**config.mk**
```make
export PLATFORM = sky130hd
export DESIGN_NAME = demux_stream_1xn
export DESIGN_NICKNAME = d
export VERILOG_FILES = /design/src/rtl/demux_stream_1xn.sv
export SDC_FILE = /design/constraint.sdc
export NUM_CORES = 1
export LEC_CHECK = 0
export BUFFER_PORTS_ARGS = -buffer_cell sky130_fd_sc_hd__buf_2
export CAP_MARGIN = 20
export CORE_UTILIZATION = 30
export DETAILED_ROUTE_END_ITERATION = 8
export GPL_ROUTABILITY_DRIVEN = 0
export SYNTH_ARGS = -nofsm -noshare
export SYNTH_HDL_FRONTEND = slang
export SYNTH_SLANG_ARGS = --single-unit
```
**constraint.sdc**
```tcl
create_clock -name clk -period 1.4 [get_ports clk]
set_input_delay 0.28 -clock clk [delete_from_list [all_inputs] [get_ports clk]]
set_output_delay 0.28 -clock clk [all_outputs]
set_load 0.03 [all_outputs]
```
**src/rtl/demux_stream_1xn.sv**
```systemverilog
// ---------------------------------------------------------------------------
// demux_stream_1xn
//
// Registered, packet-aware 1-to-N stream demultiplexer. The destination lane
// is taken from s_sel on the first beat of a packet and held until the beat
// carrying s_last is accepted. A packet whose select is out of range
// (s_sel >= N) is accepted and silently discarded, and the sticky err_sel
// flag is raised.
//
// The block has a single output holding register {lane, data, last}, shared
// by all lanes. Only the lane named in that register shows valid/last/data.
// Every other lane drives zeros.
//
// Handshake (both sides): a beat moves when valid && ready in the same
// cycle. valid and the payload stay stable while valid && !ready. ready may
// depend combinationally on the other side's ready (s_ready follows
// m_ready[out_lane]), but valid never depends on ready.
//
// Ports
//   clk       rising-edge clock
//   rst       synchronous active-high reset
//   en        global enable, only sampled while no packet is open
//   s_sel     destination lane, sampled with the first beat of a packet
//   s_valid   input beat valid
//   s_data    input beat payload
//   s_last    input beat ends the packet
//   s_ready   input beat accepted when s_valid && s_ready
//   m_valid   per-lane valid
//   m_data    per-lane payload, lane i at [i*WIDTH +: WIDTH]
//   m_last    per-lane last flag
//   m_ready   per-lane ready
//   busy      a packet is open (forwarding or dropping)
//   err_sel   sticky: some packet arrived with s_sel >= N
//   state_dbg current FSM state (0 idle, 1 forward, 2 drop)
// ---------------------------------------------------------------------------
module demux_stream_1xn #(
  parameter int WIDTH = 8,
  parameter int N     = 4,
  parameter int SEL_W = 2
) (
  input  logic               clk,
  input  logic               rst,
  input  logic               en,
  input  logic [SEL_W-1:0]   s_sel,
  input  logic               s_valid,
  input  logic [WIDTH-1:0]   s_data,
  input  logic               s_last,
  output logic               s_ready,
  output logic [N-1:0]       m_valid,
  output logic [N*WIDTH-1:0] m_data,
  output logic [N-1:0]       m_last,
  input  logic [N-1:0]       m_ready,
  output logic               busy,
  output logic               err_sel,
  output logic [1:0]         state_dbg
);

  typedef enum logic [1:0] {
    ST_IDLE = 2'd0,
    ST_FWD  = 2'd1,
    ST_DROP = 2'd2
  } state_t;

  // Lane count widened by one bit so the range check is exact even when
  // 2^SEL_W == N.
  localparam logic [SEL_W:0] N_EXT = (SEL_W+1)'(N);

  state_t             state_q, state_n;
  logic [SEL_W-1:0]   lane_q,  lane_n;
  logic               err_q;

  // Output holding register.
  logic               out_valid_q;
  logic [SEL_W-1:0]   out_lane_q;
  logic [WIDTH-1:0]   out_data_q;
  logic               out_last_q;

  logic               sel_ok;
  logic               ready_sel;
  logic               can_load;
  logic               load;
  logic [SEL_W-1:0]   load_lane;
  logic               set_err;
  logic               ready_raw;

  // Ready of the lane currently held in the output register. Built as a
  // decode loop so a lane register value >= N can never index past m_ready.
  always_comb begin
    ready_sel = 1'b0;
    for (int i = 0; i < N; i++) begin
      if (out_lane_q == SEL_W'(i)) ready_sel = m_ready[i];
    end
  end

  assign sel_ok   = ({1'b0, s_sel} < N_EXT);
  // The register can take a new beat if it is empty or being popped now.
  assign can_load = !out_valid_q || ready_sel;

  // Next-state and datapath control.
  always_comb begin
    state_n   = state_q;
    lane_n    = lane_q;
    ready_raw = 1'b0;
    load      = 1'b0;
    load_lane = lane_q;
    set_err   = 1'b0;

    case (state_q)
      ST_IDLE: begin
        // en gates only the start of a packet. A bad select is always
        // acceptable because the beat goes nowhere.
        if (en) ready_raw = sel_ok ? can_load : 1'b1;
        if (s_valid && ready_raw) begin
          if (sel_ok) begin
            load      = 1'b1;
            load_lane = s_sel;
            lane_n    = s_sel;
            if (!s_last) state_n = ST_FWD;
          end else begin
            set_err = 1'b1;
            if (!s_last) state_n = ST_DROP;
          end
        end
      end

      ST_FWD: begin
        // Mid-packet: s_sel and en are ignored, the captured lane is used.
        ready_raw = can_load;
        load_lane = lane_q;
        if (s_valid && ready_raw) begin
          load = 1'b1;
          if (s_last) state_n = ST_IDLE;
        end
      end

      ST_DROP: begin
        ready_raw = 1'b1;
        if (s_valid && s_last) state_n = ST_IDLE;
      end

      default: begin
        state_n = ST_IDLE;
      end
    endcase
  end

  // Nothing is accepted while reset is applied.
  assign s_ready = ready_raw && !rst;

  // State, lane and sticky error.
  always_ff @(posedge clk) begin
    if (rst) begin
      state_q <= ST_IDLE;
      lane_q  <= '0;
      err_q   <= 1'b0;
    end else begin
      state_q <= state_n;
      lane_q  <= lane_n;
      if (set_err) err_q <= 1'b1;
    end
  end

  // Output register: a load takes priority over a pop, which gives
  // bubble-free reload when the held beat drains in the same cycle.
  always_ff @(posedge clk) begin
    if (rst) begin
      out_valid_q <= 1'b0;
      out_lane_q  <= '0;
      out_data_q  <= '0;
      out_last_q  <= 1'b0;
    end else if (load) begin
      out_valid_q <= 1'b1;
      out_lane_q  <= load_lane;
      out_data_q  <= s_data;
      out_last_q  <= s_last;
    end else if (out_valid_q && ready_sel) begin
      out_valid_q <= 1'b0;
      out_data_q  <= '0;
      out_last_q  <= 1'b0;
    end
  end

  // Fan the single register out to its lane; all other lanes read zero.
  always_comb begin
    m_valid = '0;
    m_last  = '0;
    m_data  = '0;
    for (int i = 0; i < N; i++) begin
      if (out_valid_q && (out_lane_q == SEL_W'(i))) begin
        m_valid[i]              = 1'b1;
        m_last[i]               = out_last_q;
        m_data[i*WIDTH +: WIDTH] = out_data_q;
      end
    end
  end

  assign busy      = (state_q != ST_IDLE);
  assign err_sel   = err_q;
  assign state_dbg = state_q;

endmodule

```
Word level (Yosys, flattened, before mapping) --
Cells that the tools add are included.
Operators by class: reduce and logical (&&, ||, !) cells 17, muxes and demuxes 35, eq/ne operators 10
Operators with widths (number):
- 2-to-1 mux 8 bit | 6
- 2-to-1 mux 1 bit | 19
- 2-to-1 mux 2 bit | 7
- != test 2 bit (second input constant) | 5
- logical AND 1 bit | 9
- equality test 2 bit (second input constant) | 3
- case mux 2 bit (3 select lines) | 1
- AND reduction 5 bit | 1
- equality test 2 x 1 -> 1 bit (second input constant) | 2
- logical NOT 2 bit | 2
- nonzero test 2 bit | 2
- case mux 1 bit (3 select lines) | 1
- logical NOT 1 bit | 2
- case mux 1 bit (2 select lines) | 1
- logical OR 1 bit | 1
Storage, ports and cells: logic and storage cells 68, input bits 19, output and inout port bits 45, register bits after elaboration 16

Longest topological paths before layout --
depth after elaboration 12, depth in mapped cells 4, mapped depth without buffers 4

Worst setup path before layout --
No wires, ideal clock.
path kind flip-flop to output port, start point register out_lane_q[1], end point output port s_ready, path slack -467 ps, arrival 1587 ps, cell stages (with the launch flop) 4, path buffers 0, data required time 1120 ps, cell sequence dfxtp_1 > mux2_4 > a2bb2oi_4 > nor3b_1
On the way: cells in the longest elaborated chain, start to end 10, elaborated cells on any way between the ends 13, those cells by class 3 x eq/ne; 7 x mux; 3 x reduce/logical
Ends and longest elaborated chain:
- start: declaration | RTL line 74 | logic [SEL_W-1:0] out_lane_q;
- start signal: assignment | RTL line 173 | out_lane_q <= load_lane;
- logical NOT 2 bit | RTL line 91 | if (out_lane_q == SEL_W'(i)) ready_sel = m_ready[i];
- 2-to-1 mux 1 bit (3 in a row) | RTL line 91
- 2-to-1 mux 1 bit (*) | RTL line 91
- logical OR 1 bit (*) | RTL line 97 | assign can_load = !out_valid_q || ready_sel;
- 2-to-1 mux 1 bit | RTL line 112 | if (en) ready_raw = sel_ok ? can_load : 1'b1;
- 2-to-1 mux 1 bit | RTL line 108 | case (state_q)
- case mux 1 bit (3 select lines) (*) | RTL line 108
- logical AND 1 bit (*) | RTL line 148 | assign s_ready = ready_raw && !rst;
- end: declaration | RTL line 48 | output logic s_ready,
Mark *: on every way between the ends. The rest lies on a longest branch, timed or not. The select of a mux whose other input is x is not followed.

Final worst setup path --
start point register out_lane_q[1], end point output port m_last[3]
On the way: cells in the longest elaborated chain, start to end 3
Ends and longest elaborated chain:
- equality test 2 bit | RTL line 189 | if (out_valid_q && (out_lane_q == SEL_W'(i))) begin
- logical AND 1 bit | RTL line 189
- 2-to-1 mux 1 bit | RTL line 189
- end: declaration | RTL line 51 | output logic [N-1:0] m_last,
No other way between the ends.

==> flow_metrics.py <==
metrics = {
    "place": {
        "place_ws_ns": -0.143,
        "dp_hpwl_um": 1970,
        "dp.cells": 212,
        "io_buffers": 61,
        "placedInstanceArea_um2": 1400,
    },
    "global_routing": {
        "antenna_found_initial": 0,
        "overflow": 0,
        "grt_usage": 0.237,
        "first_global_vias": 1211,
        "grt_pass1_wl_um": 6040,
        "grt_max_degree": 12,
    },
    "floorplan": {
        "die_area_um2": 3400,
        "die_w_um": 58.3,
        "core_um2": 3030,
        "start_util": 0.314,
        "rows": 20,
        "num_io_pins": 64,
        "die_h_um": 58.3,
    },
    "synth": {
        "ys.flop_type": "dfxtp_1",
        "postSynthCellCount": 105,
        "ys_ff_latch": 15,
        "syn_avg_cell_area_um2": 9.07,
        "synth_top_area_share": 0.315,
        "yosysWarnings": 0,
        "synth_edf_count": 0,
        "synthTopCellsByArea": "dfxtp_1 (32%), and2_1 (13%), and3_1 (12%), a22o_1 (8.3%), nand2b_1 (3.3%)",
        "seq_area_frac_synth": 0.315,
        "yosysTopAreaCell": "dfxtp_1",
        "synthArstFlopShare": 0,
        "synth.distinct_cells": 28,
        "yosysMostFrequentCell": "and2_1",
        "synthTopCellsByCount": "and2_1 (20), and3_1 (18), dfxtp_1 (15), a22o_1 (9)",
        "syn_area_um2": 952,
    },
    "critical_path": {
        "critPathKind": "reg -> out",
        "rr_worst_depth": 6,
        "critPathCaptureType": "primary output",
        "crit_arrival_ns": 1.49,
        "ff2ff_setup_slack_ns": -0.23,
        "crit_path_start_kind": "flop",
        "crit_fanout": 5,
        "cp.required_ns": 1.12,
    },
    "sta": {
        "fin_worst_skew_ns": 0.00311,
        "fmax_mhz": 565,
        "min_period_ns": 1.77,
        "finalSetupViolCount": 54,
        "rsz0062_at_grt": "yes",
        "setup_slack_ns": -0.370,
        "drv_slew": 0,
        "finalHoldViolations": 0,
        "fin_crit_sh": 1.26,
    },
    "routing": {
        "drt_iter0_drc": 61,
        "ant_nets": 0,
        "drc_errors": 0,
        "vias_per_cell": 5.16,
        "post_drt_wl_per_cell_um": 17.5,
        "totalWireLength_um": 4190,
        "dr_total_vias": 1233,
        "first_pass_iters": 4,
    },
    "cts": {
        "cts-root-buf": "clkbuf_4",
        "cts_buffers": 3,
        "cts_sinks": 15,
        "ctsHoldBuffers": 0,
        "h-tree-depth": 1,
        "cts.clk_slew.worst_paths_ns": 0.09,
        "cts_tree": "built",
        "clk_path_buf_depth": 2,
        "clkLatencyLatePin_ns": 0.28,
    },
    "layout": {
        "fill_cells": 181,
        "insertedDiodeCount": 0,
        "syn_to_final_growth_pct": 128,
        "utilization": 0.716,
        "instances_no_fill": 239,
        "drive_above_1_share": 0.785,
        "nets": 215,
        "postLayoutCellArea_um2": 2170,
    },
    "status": {
        "violations": "setup timing",
        "outcome": "finished, violations left",
    },
    "power": {
        "leakage_nw": 0.988,
        "vdd_drop_max_mv": 0.615,
        "power_density_nw_per_um2": 563,
    },
    "worst_hold_path": {
        "min_path_cells": 2,
        "hp-class": "in -> reg",
    },
    "flow_run": {
        "maxCapViolCount": 0,
    },
}
==> power by group <==
| part | internal [mW] | switching (mW) | total [mW] |
|---|---|---|---|
| Clock | 0.106 | 0.143 | 0.249 |
| Sequential | 0.454 | 0.0361 | 0.491 |
| Combinational | 0.260 | 0.220 | 0.480 |
| Total | 0.820 | 0.399 | 1.22 |
==> path summary, 6_finish.rpt <==
kind / end / startpoint
setup reg to reg: out_data_q[6] / out_lane_q[1]
setup / recovery: m_last[3] / out_lane_q[1]
hold / removal: out_data_q[1] / s_data[1]
hold reg to reg: lane_q[0] / lane_q[0]
==> timing repair <==
action,in CTS,in global routing
gates resized for setup,131,23
setup endpoints to repair,53,55
setup buffers,9,9
pin swaps,12,14
gates cloned,6,1
==> flip-flops by register name, summed over array words and instances (netlist names) <==
register,count
out_lane_q,2
out_data_q,8
out_last_q,1
out_valid_q,1
state_dbg,1
lane_q,2
==> cells in the final DEF, fill, tap and decap left out, drive strengths merged, types with 2 or more instances in the layout <==
cell type  netlist  layout
a311oi           2       2
clkbuf           4       3
o22ai            2       2
and3            19      19
mux2i            3       3
nor3b            2       2
a22o             9       9
a21oi            3       4
bufbuf           0       2
nand2b           5       5
dfxtp           15      15
buf              3      88
conb             1       2
nor2             5       7
and2            20      20
==> cells by family after synthesis <==
group	synth area share
and+or+nand+nor	0.371
AOI/OAI and AO/OA	0.206
DFF	0.315
buffers and inverters	0.0565
muxes	0.0473
other	0.00394
==> final cells by class <==
cell class              count  area, um2  share of cell area
clock buffers               3       22.5              0.0104
clock inverters             1       5.00             0.00231
well taps                  44       55.1              0.0254
multi-input cells          84        847               0.391
flip-flops and latches     15        309               0.143
repair buffers             90        917               0.423
inverters                   2       11.3             0.00520
==> metrics by stage <==
step	TNS (ns)	hold WS, ns	power [mW]
after global routing	-17.32	0.198	1.27
after CTS	-15.24	0.210	1.17
final	-14.94	0.212	1.22
after global placement	-1.50	0.459	0.756
after floorplan	-1.27	0.389	0.674
after detailed placement	-2.72	0.478	0.765
==> metal layers <==
layer  up-vias  GRT usage  wire length, um
met1       597      0.279             1590
met5         -          0                0
met3         8     0.0549              291
met2        69      0.424             2220
met4         0     0.0816               80
li1        559          -                -
==> worst max-delay path, cell delays in order, from the launching register on <==
cell and delay (ns):
dfxtp_4 0.38, buf_8 0.11, clkinvlp_4 0.17, nor2_4 0.22, and2_4 0.19, buf_6 0.12
No activity file was read; power rests on OpenSTA's default activity.
